--- src/rtl/out_packet_scheduler_if.sv ---
// Request, sender and status signals between the packet sources, the scheduler and Sender.
// The scheduler uses the master modport; the surrounding logic uses the slave modport.
interface out_packet_scheduler_if;
  logic        power_on_req;
  logic        audio_req;
  logic        aux_req;
  logic [39:0] aux_data;
  logic        aux_ack;
  logic        sender_busy;
  logic [39:0] out_data;
  logic        out_valid;
  logic [2:0]  grant;
  logic [7:0]  audio_drop_cnt;

  modport master (
    input  power_on_req, audio_req, aux_req, aux_data, sender_busy,
    output aux_ack, out_data, out_valid, grant, audio_drop_cnt
  );

  modport slave (
    output power_on_req, audio_req, aux_req, aux_data, sender_busy,
    input  aux_ack, out_data, out_valid, grant, audio_drop_cnt
  );
endinterface

--- src/rtl/out_packet_scheduler.sv ---
// Shares the outbound monitor-link Sender between power-on, audio-request and aux packets.
// Optional `define AUDIO_RR_EN: round-robin between audio and aux (power_on stays highest).
module out_packet_scheduler #(
  parameter logic [39:0] PKT_POWER_ON  = 40'hC7_0000_0000,
  parameter logic [39:0] PKT_AUDIO_REQ = 40'h07_0000_0000,
  parameter int unsigned GAP_CYCLES    = 8,
  parameter int unsigned BUSY_TIMEOUT  = 4
) (
  input logic                    i_mon_clk,
  input logic                    i_rst_n,
  out_packet_scheduler_if.master bus
);

  typedef enum logic [2:0] {StIdle, StIssue, StWaitBusy, StSend, StGap} state_e;

  state_e      r_state;
  logic [2:0]  r_pend;
  logic [39:0] r_aux_data;
  logic [39:0] r_out_data;
  logic        r_out_valid;
  logic        r_aux_ack;
  logic [2:0]  r_grant;
  logic [7:0]  r_drop_cnt;
  logic [15:0] r_cnt;
`ifdef AUDIO_RR_EN
  logic        r_rr_aux_first;
`endif

  logic [2:0]  w_req;
  logic [2:0]  w_clr;
  logic [2:0]  w_retry;
  logic [2:0]  w_pick;
  logic [39:0] w_pick_data;
  logic        w_busy_timeout;

  always_comb begin
    w_req          = {bus.aux_req, bus.audio_req, bus.power_on_req};
    w_clr          = (r_state == StIssue) ? r_grant : 3'b000;
    w_busy_timeout = (r_state == StWaitBusy) && !bus.sender_busy &&
                     (r_cnt == 16'(BUSY_TIMEOUT - 1));
    w_retry        = w_busy_timeout ? r_grant : 3'b000;

    w_pick = 3'b000;
    if (r_pend[0]) begin
      w_pick = 3'b001;
`ifdef AUDIO_RR_EN
    end else if (r_pend[1] && r_pend[2]) begin
      w_pick = r_rr_aux_first ? 3'b100 : 3'b010;
`endif
    end else if (r_pend[1]) begin
      w_pick = 3'b010;
    end else if (r_pend[2]) begin
      w_pick = 3'b100;
    end

    w_pick_data = r_aux_data;
    if (w_pick[0]) begin
      w_pick_data = PKT_POWER_ON;
    end else if (w_pick[1]) begin
      w_pick_data = PKT_AUDIO_REQ;
    end
  end

  always_ff @(posedge i_mon_clk or negedge i_rst_n) begin
    if (!i_rst_n) begin
      r_state     <= StIdle;
      r_pend      <= 3'b000;
      r_aux_data  <= '0;
      r_out_data  <= '0;
      r_out_valid <= 1'b0;
      r_aux_ack   <= 1'b0;
      r_grant     <= 3'b000;
      r_drop_cnt  <= 8'h00;
      r_cnt       <= '0;
`ifdef AUDIO_RR_EN
      r_rr_aux_first <= 1'b0;
`endif
    end else begin
      // A new request in the clearing cycle keeps the flag set.
      r_pend      <= (r_pend & ~w_clr) | w_retry | w_req;
      r_out_valid <= 1'b0;
      r_aux_ack   <= 1'b0;

      if (bus.aux_req) begin
        r_aux_data <= bus.aux_data;
      end
      if (bus.audio_req && r_pend[1] && !w_clr[1] && (r_drop_cnt != 8'hFF)) begin
        r_drop_cnt <= r_drop_cnt + 8'h01;
      end

      unique case (r_state)
        StIdle: begin
          if (|r_pend) begin
            r_grant     <= w_pick;
            r_out_data  <= w_pick_data;
            r_out_valid <= 1'b1;
            r_aux_ack   <= w_pick[2];
            r_state     <= StIssue;
`ifdef AUDIO_RR_EN
            if (w_pick[1]) begin
              r_rr_aux_first <= 1'b1;
            end else if (w_pick[2]) begin
              r_rr_aux_first <= 1'b0;
            end
`endif
          end
        end
        StIssue: begin
          r_cnt   <= '0;
          r_state <= StWaitBusy;
        end
        StWaitBusy: begin
          if (bus.sender_busy) begin
            r_state <= StSend;
          end else if (w_busy_timeout) begin
            r_cnt   <= '0;
            r_state <= StGap;
          end else begin
            r_cnt <= r_cnt + 16'd1;
          end
        end
        StSend: begin
          if (!bus.sender_busy) begin
            r_cnt   <= '0;
            r_state <= StGap;
          end
        end
        StGap: begin
          if (r_cnt == 16'(GAP_CYCLES - 1)) begin
            r_grant <= 3'b000;
            r_state <= StIdle;
          end else begin
            r_cnt <= r_cnt + 16'd1;
          end
        end
        default: r_state <= StIdle;
      endcase
    end
  end

  assign bus.out_data       = r_out_data;
  assign bus.out_valid      = r_out_valid;
  assign bus.aux_ack        = r_aux_ack;
  assign bus.grant          = r_grant;
  assign bus.audio_drop_cnt = r_drop_cnt;

endmodule
--- src/flat_wrapper.sv ---
// flat-port wrapper written by rule: the top's interface ports become plain ports
module out_packet_scheduler_flat 
#(
  parameter logic [39:0] PKT_POWER_ON  = 40'hC7_0000_0000,
  parameter logic [39:0] PKT_AUDIO_REQ = 40'h07_0000_0000,
  parameter int unsigned GAP_CYCLES    = 8,
  parameter int unsigned BUSY_TIMEOUT  = 4
)
  (i_mon_clk, i_rst_n, bus_power_on_req, bus_audio_req, bus_aux_req, bus_aux_data, bus_sender_busy, bus_aux_ack, bus_out_data, bus_out_valid, bus_grant, bus_audio_drop_cnt);
  out_packet_scheduler_if bus_i ();
  input logic i_mon_clk;
  input logic i_rst_n;
  input wire logic [$bits(bus_i.power_on_req)-1:0] bus_power_on_req;
  input wire logic [$bits(bus_i.audio_req)-1:0] bus_audio_req;
  input wire logic [$bits(bus_i.aux_req)-1:0] bus_aux_req;
  input wire logic [$bits(bus_i.aux_data)-1:0] bus_aux_data;
  input wire logic [$bits(bus_i.sender_busy)-1:0] bus_sender_busy;
  output wire logic [$bits(bus_i.aux_ack)-1:0] bus_aux_ack;
  output wire logic [$bits(bus_i.out_data)-1:0] bus_out_data;
  output wire logic [$bits(bus_i.out_valid)-1:0] bus_out_valid;
  output wire logic [$bits(bus_i.grant)-1:0] bus_grant;
  output wire logic [$bits(bus_i.audio_drop_cnt)-1:0] bus_audio_drop_cnt;
  assign bus_i.power_on_req = bus_power_on_req;
  assign bus_i.audio_req = bus_audio_req;
  assign bus_i.aux_req = bus_aux_req;
  assign bus_i.aux_data = bus_aux_data;
  assign bus_i.sender_busy = bus_sender_busy;
  assign bus_aux_ack = bus_i.aux_ack;
  assign bus_out_data = bus_i.out_data;
  assign bus_out_valid = bus_i.out_valid;
  assign bus_grant = bus_i.grant;
  assign bus_audio_drop_cnt = bus_i.audio_drop_cnt;
  out_packet_scheduler #(.PKT_POWER_ON(PKT_POWER_ON), .PKT_AUDIO_REQ(PKT_AUDIO_REQ), .GAP_CYCLES(GAP_CYCLES), .BUSY_TIMEOUT(BUSY_TIMEOUT)) u_core (.i_mon_clk(i_mon_clk), .i_rst_n(i_rst_n), .bus(bus_i));
endmodule
--- config.mk ---
export PLATFORM = sky130hd
export DESIGN_NAME = out_packet_scheduler_flat
export DESIGN_NICKNAME = d
export VERILOG_FILES = /design/src/rtl/out_packet_scheduler_if.sv /design/src/rtl/out_packet_scheduler.sv /design/src/flat_wrapper.sv
export SDC_FILE = /design/constraint.sdc
export NUM_CORES = 1
export LEC_CHECK = 0
export CORE_ASPECT_RATIO = 0.75
export CORE_MARGIN = 1
export CORE_UTILIZATION = 35
export DETAILED_ROUTE_END_ITERATION = 10
export SLEW_MARGIN = 10
export SYNTH_ARGS = -nofsm -noshare
export SYNTH_HDL_FRONTEND = slang
export SYNTH_SLANG_ARGS = --single-unit
--- constraint.sdc ---
create_clock -name i_mon_clk -period 1.85 [get_ports i_mon_clk]
set_input_delay 0.37 -clock i_mon_clk [delete_from_list [all_inputs] [get_ports i_mon_clk]]
set_output_delay 0.37 -clock i_mon_clk [all_outputs]
set_load 0.01 [all_outputs]
* Yosys cells after proc, flatten, opt, wreduce, memory -nomap -nowiden
Cells that the tools add are included.
Widths: inputs -> output; s select.
** Storage, ports and cells
- Output and inout port bits :: 53
- Bits in registers :: 115
- Word-level logic and storage cells :: 67
- Input port bits :: 46
** Cells by class
- Eq/ne operators :: 13
- Bitwise gates (word level) :: 4
- Multiplexer cells :: 24
- $add $sub $neg :: 2
- Reductions and logical operators :: 15
** Operator list (count)
- $mux 40 :: 2
- $mux 16 :: 4
- $pmux 16 s4 :: 1
- $mux 3 :: 11
- $add 16x1->16 const B :: 1
- $eq 16x2->1 const B :: 1
- $eq 16x3->1 const B :: 1
- $pmux 3 s5 :: 1
- $add 8x1->8 const B :: 1
- $ne 8x8->1 const B :: 1
- $reduce_and 4->1 :: 2
- $eq 3x2->1 const B :: 2
- $ne 2x2->1 const B :: 3
- $or 3x3->3 :: 2
- $pmux 3 s2 :: 1
- $logic_and 1x1->1 :: 5
- $mux 1 :: 4
- $ne 2x1->1 const B :: 2
- $reduce_bool 4->1 :: 1
- $and 3x3->3 :: 1
- $eq 3x1->1 const B :: 1
- $eq 3x3->1 const B :: 1
- $logic_not 3->1 :: 1
- $ne 3x2->1 const B :: 1
- other kinds (6) :: 7

* Depth between registers and ports, before layout
- Depth after elaboration :: 6
- Mapped depth :: 7
- Mapped depth without buffers :: 6

* Worst setup path after synthesis
No wires, ideal clock.
- Path kind :: register to register
- Start point :: register u_core.r_cnt[5]
- End point :: register u_core.r_cnt[0]
- Slack :: 138 ps
- Stages on the path, launching flop included :: 6
- Period minus slack after synthesis :: 1712 ps
- Library setup time :: 125 ps
- Arrival time :: 1587 ps
- Required time :: 1725 ps
- Buffers on the path :: 0
- Path through :: dfrtp_1 nor4_4 nand4_4 o41ai_4 nor2_1 mux2_4
** On the way
- Word-level cells in the longest chain between the ends :: 5
- Elaborated cells on any way between the ends :: 8
- Those cells by class :: eq/ne (3); mux (3); reduce/logical (2)
** RTL lines
- start, declared :: line out_packet_scheduler.sv:24 : logic [15:0] r_cnt;
- start signal, assigned :: line out_packet_scheduler.sv:119 : r_cnt <= r_cnt + 16'd1;
- start signal, assigned :: line out_packet_scheduler.sv:133 : r_cnt <= r_cnt + 16'd1;
- $eq 16x2->1 :: line out_packet_scheduler.sv:40 : (r_cnt == 16'(BUSY_TIMEOUT - 1));
- $logic_and 1x1->1 :: line out_packet_scheduler.sv:39 : w_busy_timeout = (r_state == StWaitBusy) && !bus.sender_busy &&
- $mux 16 :: line out_packet_scheduler.sv:115 : end else if (w_busy_timeout) begin
- $mux 16 :: line out_packet_scheduler.sv:113 : if (bus.sender_busy) begin
- $pmux 16 s4 :: line out_packet_scheduler.sv:91 : unique case (r_state)
Several ways; a longest one is shown, not always the timed one. The select of a mux whose other input is x is not followed.
A chain may end at the register's enable or synchronous reset.

* Final worst setup path
- Start point :: register u_core.r_cnt[12]
- End point :: register u_core.r_cnt[1]
Same word-level chain as after synthesis.

==> impl_metrics.ini <==
[synth]
synthCells = 369
yosys-top-cells-count = dfrtp_1, mux2_2, a22o_1
synth_area_leaders = dfrtp_1, mux2_2, a22o_1
ys_warn_count = 0
ys_async_sr_fraction_pct = 100.0
synth_area_leader_cell = dfrtp_1
ys.flop_type = dfrtp_1
synth_cell_types = 51
syn_nets = 417
synthesis.area_mm2 = 0.004825
synth_top_area_share_pct = 59.65
synth-seq-area-share_pct = 59.65
ys_ff_latch = 115
avgSynthCellArea_um2 = 13.07
yosys.cell_count.top_type = dfrtp_1
synth-edff-count = 0

[finish]
antennaDiodeCount = 0
seqCellArea_mm2 = 0.002878
num-fill-cells = 1131
multi_input_area_mm2 = 0.001803
drive_gt1_share_pct = 24.47
finalNetCount = 550
syn_to_final_growth_pct = 42.22
final_util_pct = 51.99

[clocking]
htreeDepth = 4
clk_latency_ps = 400
root_buffer = clkbuf_16
clock_path_buffers = 2
cts_tree = yes
clk_pin_slew_ps = 60
numClockSinks = 115
cts_buffers = 17

[setup_path]
critPathLaunch = u_core.r_cnt[12]$_DFFE_PN0P_
arrival_ps = 2120
critPathKind = reg -> reg
end_kind = register
crit_fanout = 7
worstPathRequired_ps = 2130
cp-start-kind = register
rr_startpoint = u_core.r_cnt[12]$_DFFE_PN0P_

[route]
drtIter0Drc = 138
routed_wl_um = 10730
num_vias = 3341
ant_nets = 0
viasPerCell = 4.870
drcViolationCount = 0
post_drt_wl_per_cell_um = 15.64
drtPass1Iterations = 4

[global_route]
antenna_found_initial = 0
grt_overflow = 0
grt_pass1_vias = 3349
grtUsageTotal_pct = 16.27
grt_max_degree = 78
grt_first_pass_wirelength_um = 17710

[die]
ioPinCount = 99
die_x_um = 137.6
die_area_mm2 = 0.01426
core_mm2 = 0.01320
die_y_um = 103.7
start_util_pct = 36.56
num_rows = 36

[hold_path]
holdCritPathClass = in -> async

[outcome]
status = complete, no violations

[pwr]
worst_ir_drop_vdd_mv = 0.6722
power_density_mw_per_mm2 = 1218
power.leakage_nw = 2.957

[timing]
slew_headroom_pct = 70.20
slew_viol_final = 0
period_needed_ps = 1832
fin_skew_ps = 7.638
worstMarginPinSlew_ps = 447.0
finalSetupTns_ps = 0
min_period_over_period_pct = 99.01
hold_viol = 0
fmax_mhz = 546.0
setup_viol = 0
rsz0062_at_grt = true

[place]
dp_hpwl_um = 7063
numPortBuffers = 98
gp_congestion = 0.7821

[job]
max_cap_viol_count = 0
==> logic make-up after synthesis <==
group                    share of synthesized area, %
AO/OA/AOI/OAI                                   12.01
flip-flops                                      59.65
multiplexers                                    10.19
buffers and inverters                           3.268
XOR/XNOR                                        3.812
adder cells (fa/ha/maj)                        0.5186
AND/OR/NAND/NOR                                 10.56
==> critical path: stages (launching register included) <==
cell,delay [ps]
dfrtp_1,400
nor4_4,370
nand4_4,230
o41ai_4,370
nor2_1,70
mux2_4,260
==> path summary, 6_finish.rpt <==
| check | to | slack (ps) | depth (start not counted) |
|---|---|---|---|
| worst max register to register | u_core.r_cnt[1]$_DFFE_PN0P_ | 20 | 5 |
| worst min register to register | u_core.bus.out_data[25]$_DFFE_PN0P_ | 480 | 1 |
| worst max-delay path | u_core.r_cnt[1]$_DFFE_PN0P_ | 20 | 5 |
| worst min-delay path | u_core.r_aux_data[6]$_DFFE_PN0P_ | 310 | 2 |
| min in group i_mon_clk | u_core.bus.out_data[25]$_DFFE_PN0P_ | 480 | 1 |
| max in group asynchronous | u_core.bus.out_data[23]$_DFFE_PN0P_ | 920 | 3 |
==> flip-flops by register name, indices dropped and copies added, names as in the netlist <==
register,count
u_core.bus.audio_drop_cnt,8
u_core.bus.aux_ack,1
u_core.bus.grant,3
u_core.bus.out_data,40
u_core.bus.out_valid,1
u_core.r_aux_data,40
u_core.r_cnt,16
u_core.r_pend,3
u_core.r_state,3
==> layout by cell type (no fill, tap or decap), types with 5 or more instances in the layout <==
master | netlist | final
dfrtp_1 | 115 | 115
clkdlybuf4s50_1 | 0 | 96
mux2_2 | 41 | 41
a22o_1 | 35 | 35
buf_4 | 3 | 30
nor2_1 | 25 | 25
nand2_1 | 18 | 18
clkbuf_16 | 0 | 17
a21oi_1 | 12 | 12
nand3_1 | 12 | 12
xnor2_1 | 12 | 12
inv_1 | 10 | 10
xor2_1 | 9 | 9
nand4_1 | 7 | 7
nor3_1 | 5 | 5
clkinvlp_4 | 0 | 5
==> cell type report <==
type | count | share of cell area, %
flip-flops and latches | 115 | 41.94
inverters | 12 | 0.6565
clock buffers | 18 | 6.400
clock inverters | 14 | 2.936
well taps | 171 | 3.118
repair buffers | 132 | 18.67
multi-input cells | 224 | 26.28
==> routing by layer <==
metal / vias up / global-route usage [%] / routed length (um)
li1: 1600 / - / -
met5: - / 0 / 0
met1: 1650 / 23.51 / 5391
met3: 12 / 4.014 / 444
met4: 0 / 6.593 / 150
met2: 79 / 23.04 / 4745
==> metrics by stage <==
step           power (W)  std cells  hold slack, ps  setup slack, ps  cell area, um2
2_1_floorplan   0.004087        369           74.41            137.8            4825
3_3_place_gp    0.004813        651           179.4           -109.2            6182
3_5_place_dp    0.004857        651           179.6           -109.9            6182
4_1_cts         0.008422        684           286.6            6.339            6833
5_1_grt         0.008768        686           293.5           -65.10            6862
6_report        0.008357        686           305.6            18.39            6862
==> timing repair <==
item / CTS / global route
hold buffers: 1 / 0
endpoints found under the setup margin: 0 / 20
gates resized for setup: 0 / 2
buffers inserted: 0 / 2
endpoints found under the hold margin: 2 / 0
==> power by group <==
group          internal, W  leakage [nW]  total, W  switching (W)
logic             0.000885          1.21   0.00183       0.000945
clock network      0.00230         0.295   0.00353        0.00123
registers          0.00278          1.45   0.00300       0.000216
total              0.00597          2.96   0.00836        0.00239
(Power assumes the default switching activity.)
